File: config.mk
export PLATFORM = sky130hd
export DESIGN_NAME = veririsc_sequencer
export DESIGN_NICKNAME = d
export VERILOG_FILES = /design/src/rtl/veririsc_pkg.sv /design/src/rtl/veririsc_phase_gen.sv /design/src/rtl/veririsc_sequencer.sv
export SDC_FILE = /design/constraint.sdc
export NUM_CORES = 1
export LEC_CHECK = 0
export ABC_AREA = 1
export CORE_AREA = 2 2 39 41
export DETAILED_ROUTE_END_ITERATION = 6
export DIE_AREA = 0 0 41 43
export PLACE_DENSITY = 0.57
export SLEW_MARGIN = 20
export SYNTH_ARGS = -nofsm -noshare
export SYNTH_HDL_FRONTEND = slang
export SYNTH_SLANG_ARGS = --single-unit
File: constraint.sdc
create_clock -name clk -period 3.3 [get_ports clk]
set_input_delay 0.495 -clock clk [delete_from_list [all_inputs] [get_ports clk]]
set_output_delay 0.495 -clock clk [all_outputs]
set_load 0.005 [all_outputs]
File: src/rtl/veririsc_pkg.sv
// Shared types for the VeriRISC sequencer: opcode and phase encodings plus ALU-opcode classification.
// The optional single-step build is selected by VERIRISC_SEQ_SINGLE_STEP_EN in the files that import this package.
package veririsc_pkg;

   typedef enum logic [2:0] {
      HLT, SKZ, ADD, AND, XOR, LDA, STO, JMP
   } opcode_t;

   typedef enum logic [2:0] {
      INST_ADDR, INST_FETCH, INST_LOAD, IDLE, OP_ADDR, OP_FETCH, ALU_OP, STORE
   } phase_t;

   // Opcodes that read an operand from memory and update the accumulator.
   function automatic logic is_aluop(input opcode_t op);
      return (op == ADD) || (op == AND) || (op == XOR) || (op == LDA);
   endfunction

endpackage

File: src/rtl/veririsc_phase_gen.sv
// Phase counter for the VeriRISC sequencer with halt capture.
// With VERIRISC_SEQ_SINGLE_STEP_EN defined, phase 0 waits for a rising edge on step_i.
module veririsc_phase_gen
   import veririsc_pkg::*;
#(
   parameter bit HALT_STICKY = 1'b1
) (
   input  logic   clk_i,
   input  logic   rst_ni,
`ifdef VERIRISC_SEQ_SINGLE_STEP_EN
   input  logic   step_i,
`endif
   input  logic   halt_req_i,
   output phase_t phase_o,
   output logic   halted_o
);

   phase_t phase_q, phase_d;
   logic   halted_q, halted_d;
   logic   run;

`ifdef VERIRISC_SEQ_SINGLE_STEP_EN
   logic step_prev_q;

   always_ff @(posedge clk_i or negedge rst_ni) begin
      if (!rst_ni) step_prev_q <= 1'b0;
      else         step_prev_q <= step_i;
   end

   // Only the fetch boundary waits for a step; phases 1..7 always run through.
   assign run = (phase_q != INST_ADDR) || (step_i && !step_prev_q);
`else
   assign run = 1'b1;
`endif

   always_comb begin
      phase_d  = phase_q;
      halted_d = halted_q;
      if (!halted_q) begin
         if (HALT_STICKY && halt_req_i) halted_d = 1'b1;
         else if (run)                  phase_d  = phase_t'(phase_q + 3'd1);
      end
   end

   always_ff @(posedge clk_i or negedge rst_ni) begin
      if (!rst_ni) begin
         phase_q  <= INST_ADDR;
         halted_q <= 1'b0;
      end else begin
         phase_q  <= phase_d;
         halted_q <= halted_d;
      end
   end

   assign phase_o  = phase_q;
   assign halted_o = halted_q;

endmodule

File: src/rtl/veririsc_sequencer.sv
// VeriRISC instruction-cycle controller: decodes phase and opcode into datapath strobes.
// Define VERIRISC_SEQ_SINGLE_STEP_EN to add the step input for one-instruction-per-pulse operation.
module veririsc_sequencer
   import veririsc_pkg::*;
#(
   parameter bit HALT_STICKY  = 1'b1,
   parameter int OPCODE_WIDTH = 3
) (
   input  logic                    clk,
   input  logic                    reset,
`ifdef VERIRISC_SEQ_SINGLE_STEP_EN
   input  logic                    step,
`endif
   input  logic [OPCODE_WIDTH-1:0] opcode,
   input  logic                    zero,
   output logic [2:0]              phase,
   output logic                    sel,
   output logic                    mem_rd,
   output logic                    load_ir,
   output logic                    halt,
   output logic                    inc_pc,
   output logic                    load_ac,
   output logic                    load_pc,
   output logic                    mem_wr,
   output logic                    data_e
);

   if (OPCODE_WIDTH != 3) begin : g_width_check
      $error("veririsc_sequencer supports OPCODE_WIDTH = 3 only");
   end

   opcode_t op;
   phase_t  cur_phase;
   logic    halted;
   logic    alu;
   logic    halt_req;

   assign op       = opcode_t'(opcode);
   assign alu      = is_aluop(op);
   assign halt_req = (cur_phase == OP_ADDR) && (op == HLT);

   veririsc_phase_gen #(
      .HALT_STICKY (HALT_STICKY)
   ) u_phase_gen (
      .clk_i      (clk),
      .rst_ni     (reset),
`ifdef VERIRISC_SEQ_SINGLE_STEP_EN
      .step_i     (step),
`endif
      .halt_req_i (halt_req),
      .phase_o    (cur_phase),
      .halted_o   (halted)
   );

   assign phase = cur_phase;

   // Opcode is only consulted in phases 4..7 so an unsettled IR cannot leak into fetch strobes.
   always_comb begin
      sel     = 1'b0;
      mem_rd  = 1'b0;
      load_ir = 1'b0;
      halt    = 1'b0;
      inc_pc  = 1'b0;
      load_ac = 1'b0;
      load_pc = 1'b0;
      mem_wr  = 1'b0;
      data_e  = 1'b0;
      unique case (cur_phase)
         INST_ADDR: sel = 1'b1;
         INST_FETCH: begin
            sel    = 1'b1;
            mem_rd = 1'b1;
         end
         INST_LOAD, IDLE: begin
            sel     = 1'b1;
            mem_rd  = 1'b1;
            load_ir = 1'b1;
         end
         OP_ADDR: begin
            inc_pc = 1'b1;
            halt   = (op == HLT);
         end
         OP_FETCH: mem_rd = alu;
         ALU_OP: begin
            mem_rd  = alu;
            inc_pc  = (op == SKZ) && zero;
            load_pc = (op == JMP);
            data_e  = (op == STO);
         end
         STORE: begin
            mem_rd  = alu;
            inc_pc  = (op == JMP);
            load_ac = alu;
            load_pc = (op == JMP);
            mem_wr  = (op == STO);
            data_e  = (op == STO);
         end
         default: ;
      endcase
      if (halted) begin
         sel     = 1'b0;
         mem_rd  = 1'b0;
         load_ir = 1'b0;
         halt    = 1'b1;
         inc_pc  = 1'b0;
         load_ac = 1'b0;
         load_pc = 1'b0;
         mem_wr  = 1'b0;
         data_e  = 1'b0;
      end
   end

endmodule

==> flow_metrics.env, run 1 <==
export IMPL_synth_simple_gate_area_share_pct=44.0
export IMPL_dieWidth_um=41
export IMPL_status="finished clean"
export IMPL_library_cell_with_the_largest_summed_area_after_synthesis="dfrtp_1"
export IMPL_drcViolationCount=0
export IMPL_yosys_area_share_xor_xnor_pct=0
export IMPL_synth_mux_area_share_pct=0
export IMPL_synth_area_top_cells="dfrtp_1 25%, ha_1 19%, nand2_1 14%"
export IMPL_grt_pass1_wl_um=1530
export IMPL_filler_cell_count=159
export IMPL_chipHeight_um=43
export IMPL_yosysSeqAreaShare_pct=24.8
export IMPL_ctsResizeCount=0
export IMPL_hold_buffers=0
export IMPL_worst_slew_pin_slew_ns=0.265
export IMPL_areaGrowthSynthToFinish_pct=52.6
export IMPL_gr_total_overflow=0
export IMPL_vias=409
export IMPL_finalWorstPathRequiredPeriod_ns=2.45
export IMPL_worstSetupPathType="in2out"
export IMPL_floorplan_initialDensity_pct=29.2
export IMPL_std_cell_rows=14
export IMPL_clock_tree_htree_level_count=1
export IMPL_post_synthesis_compound_gate_area_fraction_pct=2.48
export IMPL_grt_total_usage_pct=12.9
export IMPL_synth_net_count=69
export IMPL_die_area_um2=1760
export IMPL_gp_congestion=0.737
export IMPL_routed_wl_um=876
export IMPL_max_clock_freq_mhz=407
export IMPL_number_of_antenna_violations_at_the_first_check_in_global_routing=0
export IMPL_worst_ep_arrival_time_ns=1.96
export IMPL_drt_antenna_violating_nets=0
export IMPL_netlist_cell_type_count=16
export IMPL_dr_first_iter_drc_count=1
export IMPL_post_route_cells_drive_above_1_share_pct=10.4
export IMPL_final_cycle_share_pct=74.4
export IMPL_ioPinCount=18
export IMPL_vdd_drop_max_uv=151
export IMPL_synth_area_um2=404
export IMPL_crit_path_start_kind="input pin"
export IMPL_cts_num_sinks=4
export IMPL_finalHoldViolCount=0
export IMPL_power_leakage_uw=0.000276
export IMPL_proportion_of_netlist_area_held_by_the_largest_area_contributor_pct=24.8
export IMPL_cts_buffers_inserted=3
export IMPL_first_global_vias=386
export IMPL_floorplan_core_area_um2=1380
export IMPL_critical_path_end_type="output pin"
export IMPL_clkLatencyLatePin_ns=0.23
export IMPL_drt_pre_antenna_iters=4
export IMPL_route_detailed_vias_per_inst=4.40
export IMPL_ctsLongestPathBuffers=2
export IMPL_place_detailed_instances=90
export IMPL_cts_root_buf="clkbuf_4"
export IMPL_final_cells=93
export IMPL_number_of_buffers_inserted_to_repair_setup_after_cts=0
export IMPL_final_setup_violations=0
export IMPL_power_density_nw_per_um2=198
export IMPL_combinational_family_with_the_most_area_after_synthesis="simple AND/OR/NAND/NOR gates"
export IMPL_syn_instance_count=57
export IMPL_grt_setup_unrepaired="false"
export IMPL_numPortBuffers=17
export IMPL_clkTransAtPathRegs_ns=0.04
export IMPL_totalNegativeSetupSlack_ns=0
export IMPL_synth_adder_area_share_pct=18.6
export IMPL_timing_critical_path_required_ns=2.80
export IMPL_cap_viol_max_count=0
export IMPL_synth_area_per_cell_um2=7.09
export IMPL_slew_headroom_pct=82.4
export IMPL_grt_start_max_net_pins=10
export IMPL_yosys_warnings=0
export IMPL_report_final_slew_viol_count=0
export IMPL_cts_tree="done"
export IMPL_number_of_diodes=0
export IMPL_wire_per_inst_um=9.42
export IMPL_detailedPlacementHpwl_um=717
export IMPL_skew_ns=0.00411
export IMPL_class_of_the_tightest_hold_or_removal_check="in2async"
export IMPL_nets=91
export IMPL_critical_path_fanouts_max=4
export IMPL_ys_ff_latch=4
kinds of logic (layout without fill, tap and decap cells):
logic type / Yosys count / after routing
compound gates: 2 / 2
buf+inv: 11 / 31
simple gates: 34 / 34
fa+ha+maj: 6 / 6
flops: 4 / 4
area by class of cell:
type                    instances  area [um^2]  share of cell area (%)
inverters                      11         41.3                    6.69
flip-flops and latches          4          100                    16.2
clock buffers                   3         22.5                    3.65
repair buffers                 17          170                    27.6
multi-input cells              42          263                    42.6
well taps                      16         20.0                    3.25
registers in the layout, indices dropped and copies added (netlist names):
| signal | flops |
|---|---|
| u_phase_gen.phase_o | 3 |
| u_phase_gen.halted_o | 1 |
path summary, 6_finish.rpt:
| path | end | from | cells after the start | slack (ns) |
|---|---|---|---|---|
| min in group clk | u_phase_gen.phase_o[0] | u_phase_gen.phase_o[0] | 2 | 0.56 |
| max in group asynchronous | u_phase_gen.phase_o[0] | reset | 1 | 2.66 |
| worst min-delay path | u_phase_gen.halted_o | reset | 1 | 0.47 |
| worst max register to register | u_phase_gen.phase_o[2] | u_phase_gen.phase_o[1] | 4 | 2.09 |
| worst min register to register | u_phase_gen.phase_o[0] | u_phase_gen.phase_o[0] | 2 | 0.56 |
| worst max-delay path | mem_wr | opcode[1] | 6 | 0.85 |
worst max-delay path, stage by stage:
cell             delay [ns]
clkdlybuf4s50_1        0.52
nand2_1                0.08
inv_1                  0.11
nand2_1                0.08
nor3_1                 0.14
clkdlybuf4s50_1        0.52
layout by cell type (no fill, tap or decap), drive strengths merged:
cell and count:
clkdlybuf4s50 17, nand2 16, inv 11, ha 6, nand3 6, nor2 6, dfrtp 4, nor3 3
clkbuf 3, a21oi 2, nor4 1, nand4 1, nand3b 1
routing by layer:
layer | global-route usage [%] | part of all wire [%] | vias up
li1 | - | - | 220
met1 | 15.6 | 43 | 176
met2 | 19.1 | 50 | 13
met3 | 2.09 | 7.1 | 0
met4 | 10.0 | 0 | 0
met5 | 0 | 0 | -
synthesized netlist by cell type:
| cell type | n |
|---|---|
| nor2_4 | 1 |
| nand2_1 | 15 |
| dfrtp_1 | 4 |
| nand3_4 | 1 |
| inv_2 | 1 |
| nand2_4 | 1 |
| nor2_2 | 1 |
| ha_1 | 6 |
| nand3_1 | 5 |
| a21oi_1 | 2 |
| nor3_1 | 3 |
| inv_1 | 10 |
| nand4_1 | 1 |
| nor4_1 | 1 |
| nand3b_1 | 1 |
| nor2_1 | 4 |
power breakdown:
part	switching, uW	internal, uW
registers	0	49.3
clock network	19.4	40.6
logic	6.25	6.51
per-stage QoR:
step,cell area [um^2],util (%),setup WS (ns),power [uW],hold slack [ns]
5_1_grt,617,44.6,0.721,128,0.470
4_1_cts,617,44.6,0.849,126,0.461
6_report,617,44.6,0.845,122,0.467
3_3_place_gp,594,42.9,0.861,62.7,0.545
3_5_place_dp,594,42.9,0.854,62.8,0.560
2_1_floorplan,404,-,1.70,54.1,0.199
Note: power is estimated with default switching activity, not from simulation.
==> inputs of run 2 (changes only) <==
--- a/config.mk
+++ b/config.mk
@@ -9,7 +9,7 @@
 export CORE_AREA = 2 2 39 41
 export DETAILED_ROUTE_END_ITERATION = 6
 export DIE_AREA = 0 0 41 43
-export PLACE_DENSITY = 0.57
+export PLACE_DENSITY = 0.6
 export SLEW_MARGIN = 20
 export SYNTH_ARGS = -nofsm -noshare
 export SYNTH_HDL_FRONTEND = slang
==> constraint.sdc (replaced) <==
create_clock -name clk -period 2.1 [get_ports clk]
set_input_delay 0.315 -clock clk [delete_from_list [all_inputs] [get_ports clk]]
set_output_delay 0.315 -clock clk [all_outputs]
set_load 0.005 [all_outputs]
==> run 2 against run 1 <==
Compared with the run above:
- utilization increased by 5.3 points
- sequential cell count unchanged
- sequential power increased by 57%
- clock power increased by 56%
- clock skew about the same
- critical path depth increased by 2
- first-iteration DRC count unchanged
- design area increased by 12%
- highest routed layer unchanged
==> flow_metrics.env, run 2 (synthesis results as in run 1) <==
export IMPL_status="finished clean"
export IMPL_timing_critical_path_required_ns=1.78
export IMPL_gp_congestion=0.741
export IMPL_drcViolationCount=0
export IMPL_critical_path_end_type="output pin"
export IMPL_vias=435
export IMPL_die_area_um2=1760
export IMPL_place_detailed_instances=92
export IMPL_grt_pass1_wl_um=1550
export IMPL_grt_total_usage_pct=12.8
export IMPL_nets=100
export IMPL_cts_num_sinks=4
export IMPL_slew_headroom_pct=85.0
export IMPL_number_of_diodes=0
export IMPL_ctsLongestPathBuffers=2
export IMPL_final_setup_violations=0
export IMPL_worst_ep_arrival_time_ns=1.65
export IMPL_seq_power_share_pct=40.7
export IMPL_detailedPlacementHpwl_um=721
export IMPL_number_of_antenna_violations_at_the_first_check_in_global_routing=0
export IMPL_ioPinCount=18
export IMPL_crit_path_start_kind="flop"
export IMPL_cell_internal_pwr_uw=151
export IMPL_post_route_cells_drive_above_1_share_pct=25.6
export IMPL_class_of_the_tightest_hold_or_removal_check="in2async"
export IMPL_skew_ns=0.00428
export IMPL_report_final_slew_viol_count=0
export IMPL_postPlaceCellArea_um2=609
export IMPL_share_comb_of_total_power_pct=10.1
export IMPL_cts_root_buf="clkbuf_4"
export IMPL_dieWidth_um=41
export IMPL_clock_power_share_pct=49.2
export IMPL_post_route_cell_area_um2=691
export IMPL_most_frequent_standard_cell_in_the_layout_excluding_fill_and_tap_cells="nand2_1"
export IMPL_route_detailed_vias_per_inst=4.26
export IMPL_std_cell_rows=14
export IMPL_gr_total_overflow=0
export IMPL_largest_reg_flops=3
export IMPL_grt_start_max_net_pins=8
export IMPL_routed_wl_um=988
export IMPL_vdd_drop_max_uv=205
export IMPL_drt_pre_antenna_iters=2
export IMPL_hold_buffers=0
export IMPL_critical_path_fanouts_max=3
export IMPL_floorplan_initialDensity_pct=29.2
export IMPL_first_global_vias=417
export IMPL_worstSetupPathType="reg2out"
export IMPL_clock_tree_htree_level_count=1
export IMPL_power_switching_uw=39.9
export IMPL_clkTransAtPathRegs_ns=0.04
export IMPL_cap_viol_max_count=0
export IMPL_chipHeight_um=43
export IMPL_power_density_nw_per_um2=276
export IMPL_filler_cell_count=153
export IMPL_areaGrowthSynthToFinish_pct=70.9
export IMPL_mostFrequentLayoutCells="15 x nand2_1, 10 x clkdlybuf4s50_1, 9 x buf_4, 7 x inv_1"
export IMPL_wire_per_inst_um=9.69
export IMPL_switch_share_pct=20.9
export IMPL_power_leakage_uw=0.000376
export IMPL_numPortBuffers=17
export IMPL_floorplan_core_area_um2=1380
export IMPL_final_cells=102
export IMPL_dr_first_iter_drc_count=1
export IMPL_final_cycle_share_pct=93.8
export IMPL_totalNegativeSetupSlack_ns=0
export IMPL_finalWorstPathRequiredPeriod_ns=1.97
export IMPL_grt_setup_unrepaired="false"
export IMPL_finalHoldViolCount=0
export IMPL_cts_buffers_inserted=3
export IMPL_clkLatencyLatePin_ns=0.23
export IMPL_drt_antenna_violating_nets=0
export IMPL_max_clock_freq_mhz=508
export IMPL_worst_slew_pin_slew_ns=0.223
export IMPL_cts_tree="done"
run 2: metrics by stage:
step	utilization [%]	hold WS (ns)	setup slack [ns]	power, uW
4_1_cts	48.2	0.283	0.00380	197
2_1_floorplan	-	0.0194	0.680	85.0
6_report	49.9	0.288	0.131	190
3_3_place_gp	44.0	0.538	0.0168	98.6
3_5_place_dp	44.0	0.538	0.00913	98.5
5_1_grt	49.9	0.288	0.0100	202
run 2: worst max-delay path, stage by stage (launching register included):
cell and delay (ns):
dfrtp_1 0.38, buf_4 0.14, ha_2 0.18, ha_1 0.20
inv_2 0.07, nand3_1 0.07, nand2_1 0.07, a21oi_1 0.05
dlygate4sd2_1 0.26
run 2: what timing repair did:
item                       4_1_cts  5_1_grt
hold endpoints to repair         0        0
setup endpoints to repair        5        3
pin swaps                        2        0
buffers inserted                 5        2
gates resized for setup          6        6
run 2: cell type report:
| class | instances | area [um^2] | area share [%] |
|---|---|---|---|
| timing repair buffer | 26 | 240 | 34.8 |
| tap | 16 | 20.0 | 2.90 |
| inverter | 11 | 41.3 | 5.98 |
| sequential | 4 | 101 | 14.7 |
| multi-input combinational | 42 | 265 | 38.4 |
| clock buffer | 3 | 22.5 | 3.26 |
run 2: worst paths after layout:
check                                          to  cells after the start  slack (ns)                    from
max                                        mem_rd                      8        0.13  u_phase_gen.phase_o[1]
min                          u_phase_gen.halted_o                      1        0.29                   reset
max reg2reg                u_phase_gen.phase_o[1]                     11        0.67  u_phase_gen.phase_o[1]
min reg2reg                u_phase_gen.phase_o[0]                      3        0.62  u_phase_gen.phase_o[0]
max in group asynchronous  u_phase_gen.phase_o[0]                      1        1.62                   reset
min in group clk           u_phase_gen.phase_o[2]                      5        0.59               opcode[2]
run 2: power by group through the flow:
stage / clock, uW / sequential [uW] / combinational, uW
2_1_floorplan: 0 / 78.5 / 6.51
3_3_place_gp: 0 / 78.5 / 20.1
3_5_place_dp: 0 / 78.5 / 20.0
4_1_cts: 99.7 / 77.5 / 19.6
5_1_grt: 104 / 77.4 / 20.8
6_report: 93.6 / 77.5 / 19.3
run 2: routing by layer:
layer,track usage [%],up-vias,wire length [um]
met5,0,-,0
met1,16.2,181,469
met3,1.57,0,61
li1,-,239,-
met2,19.4,15,457
met4,8.00,0,0
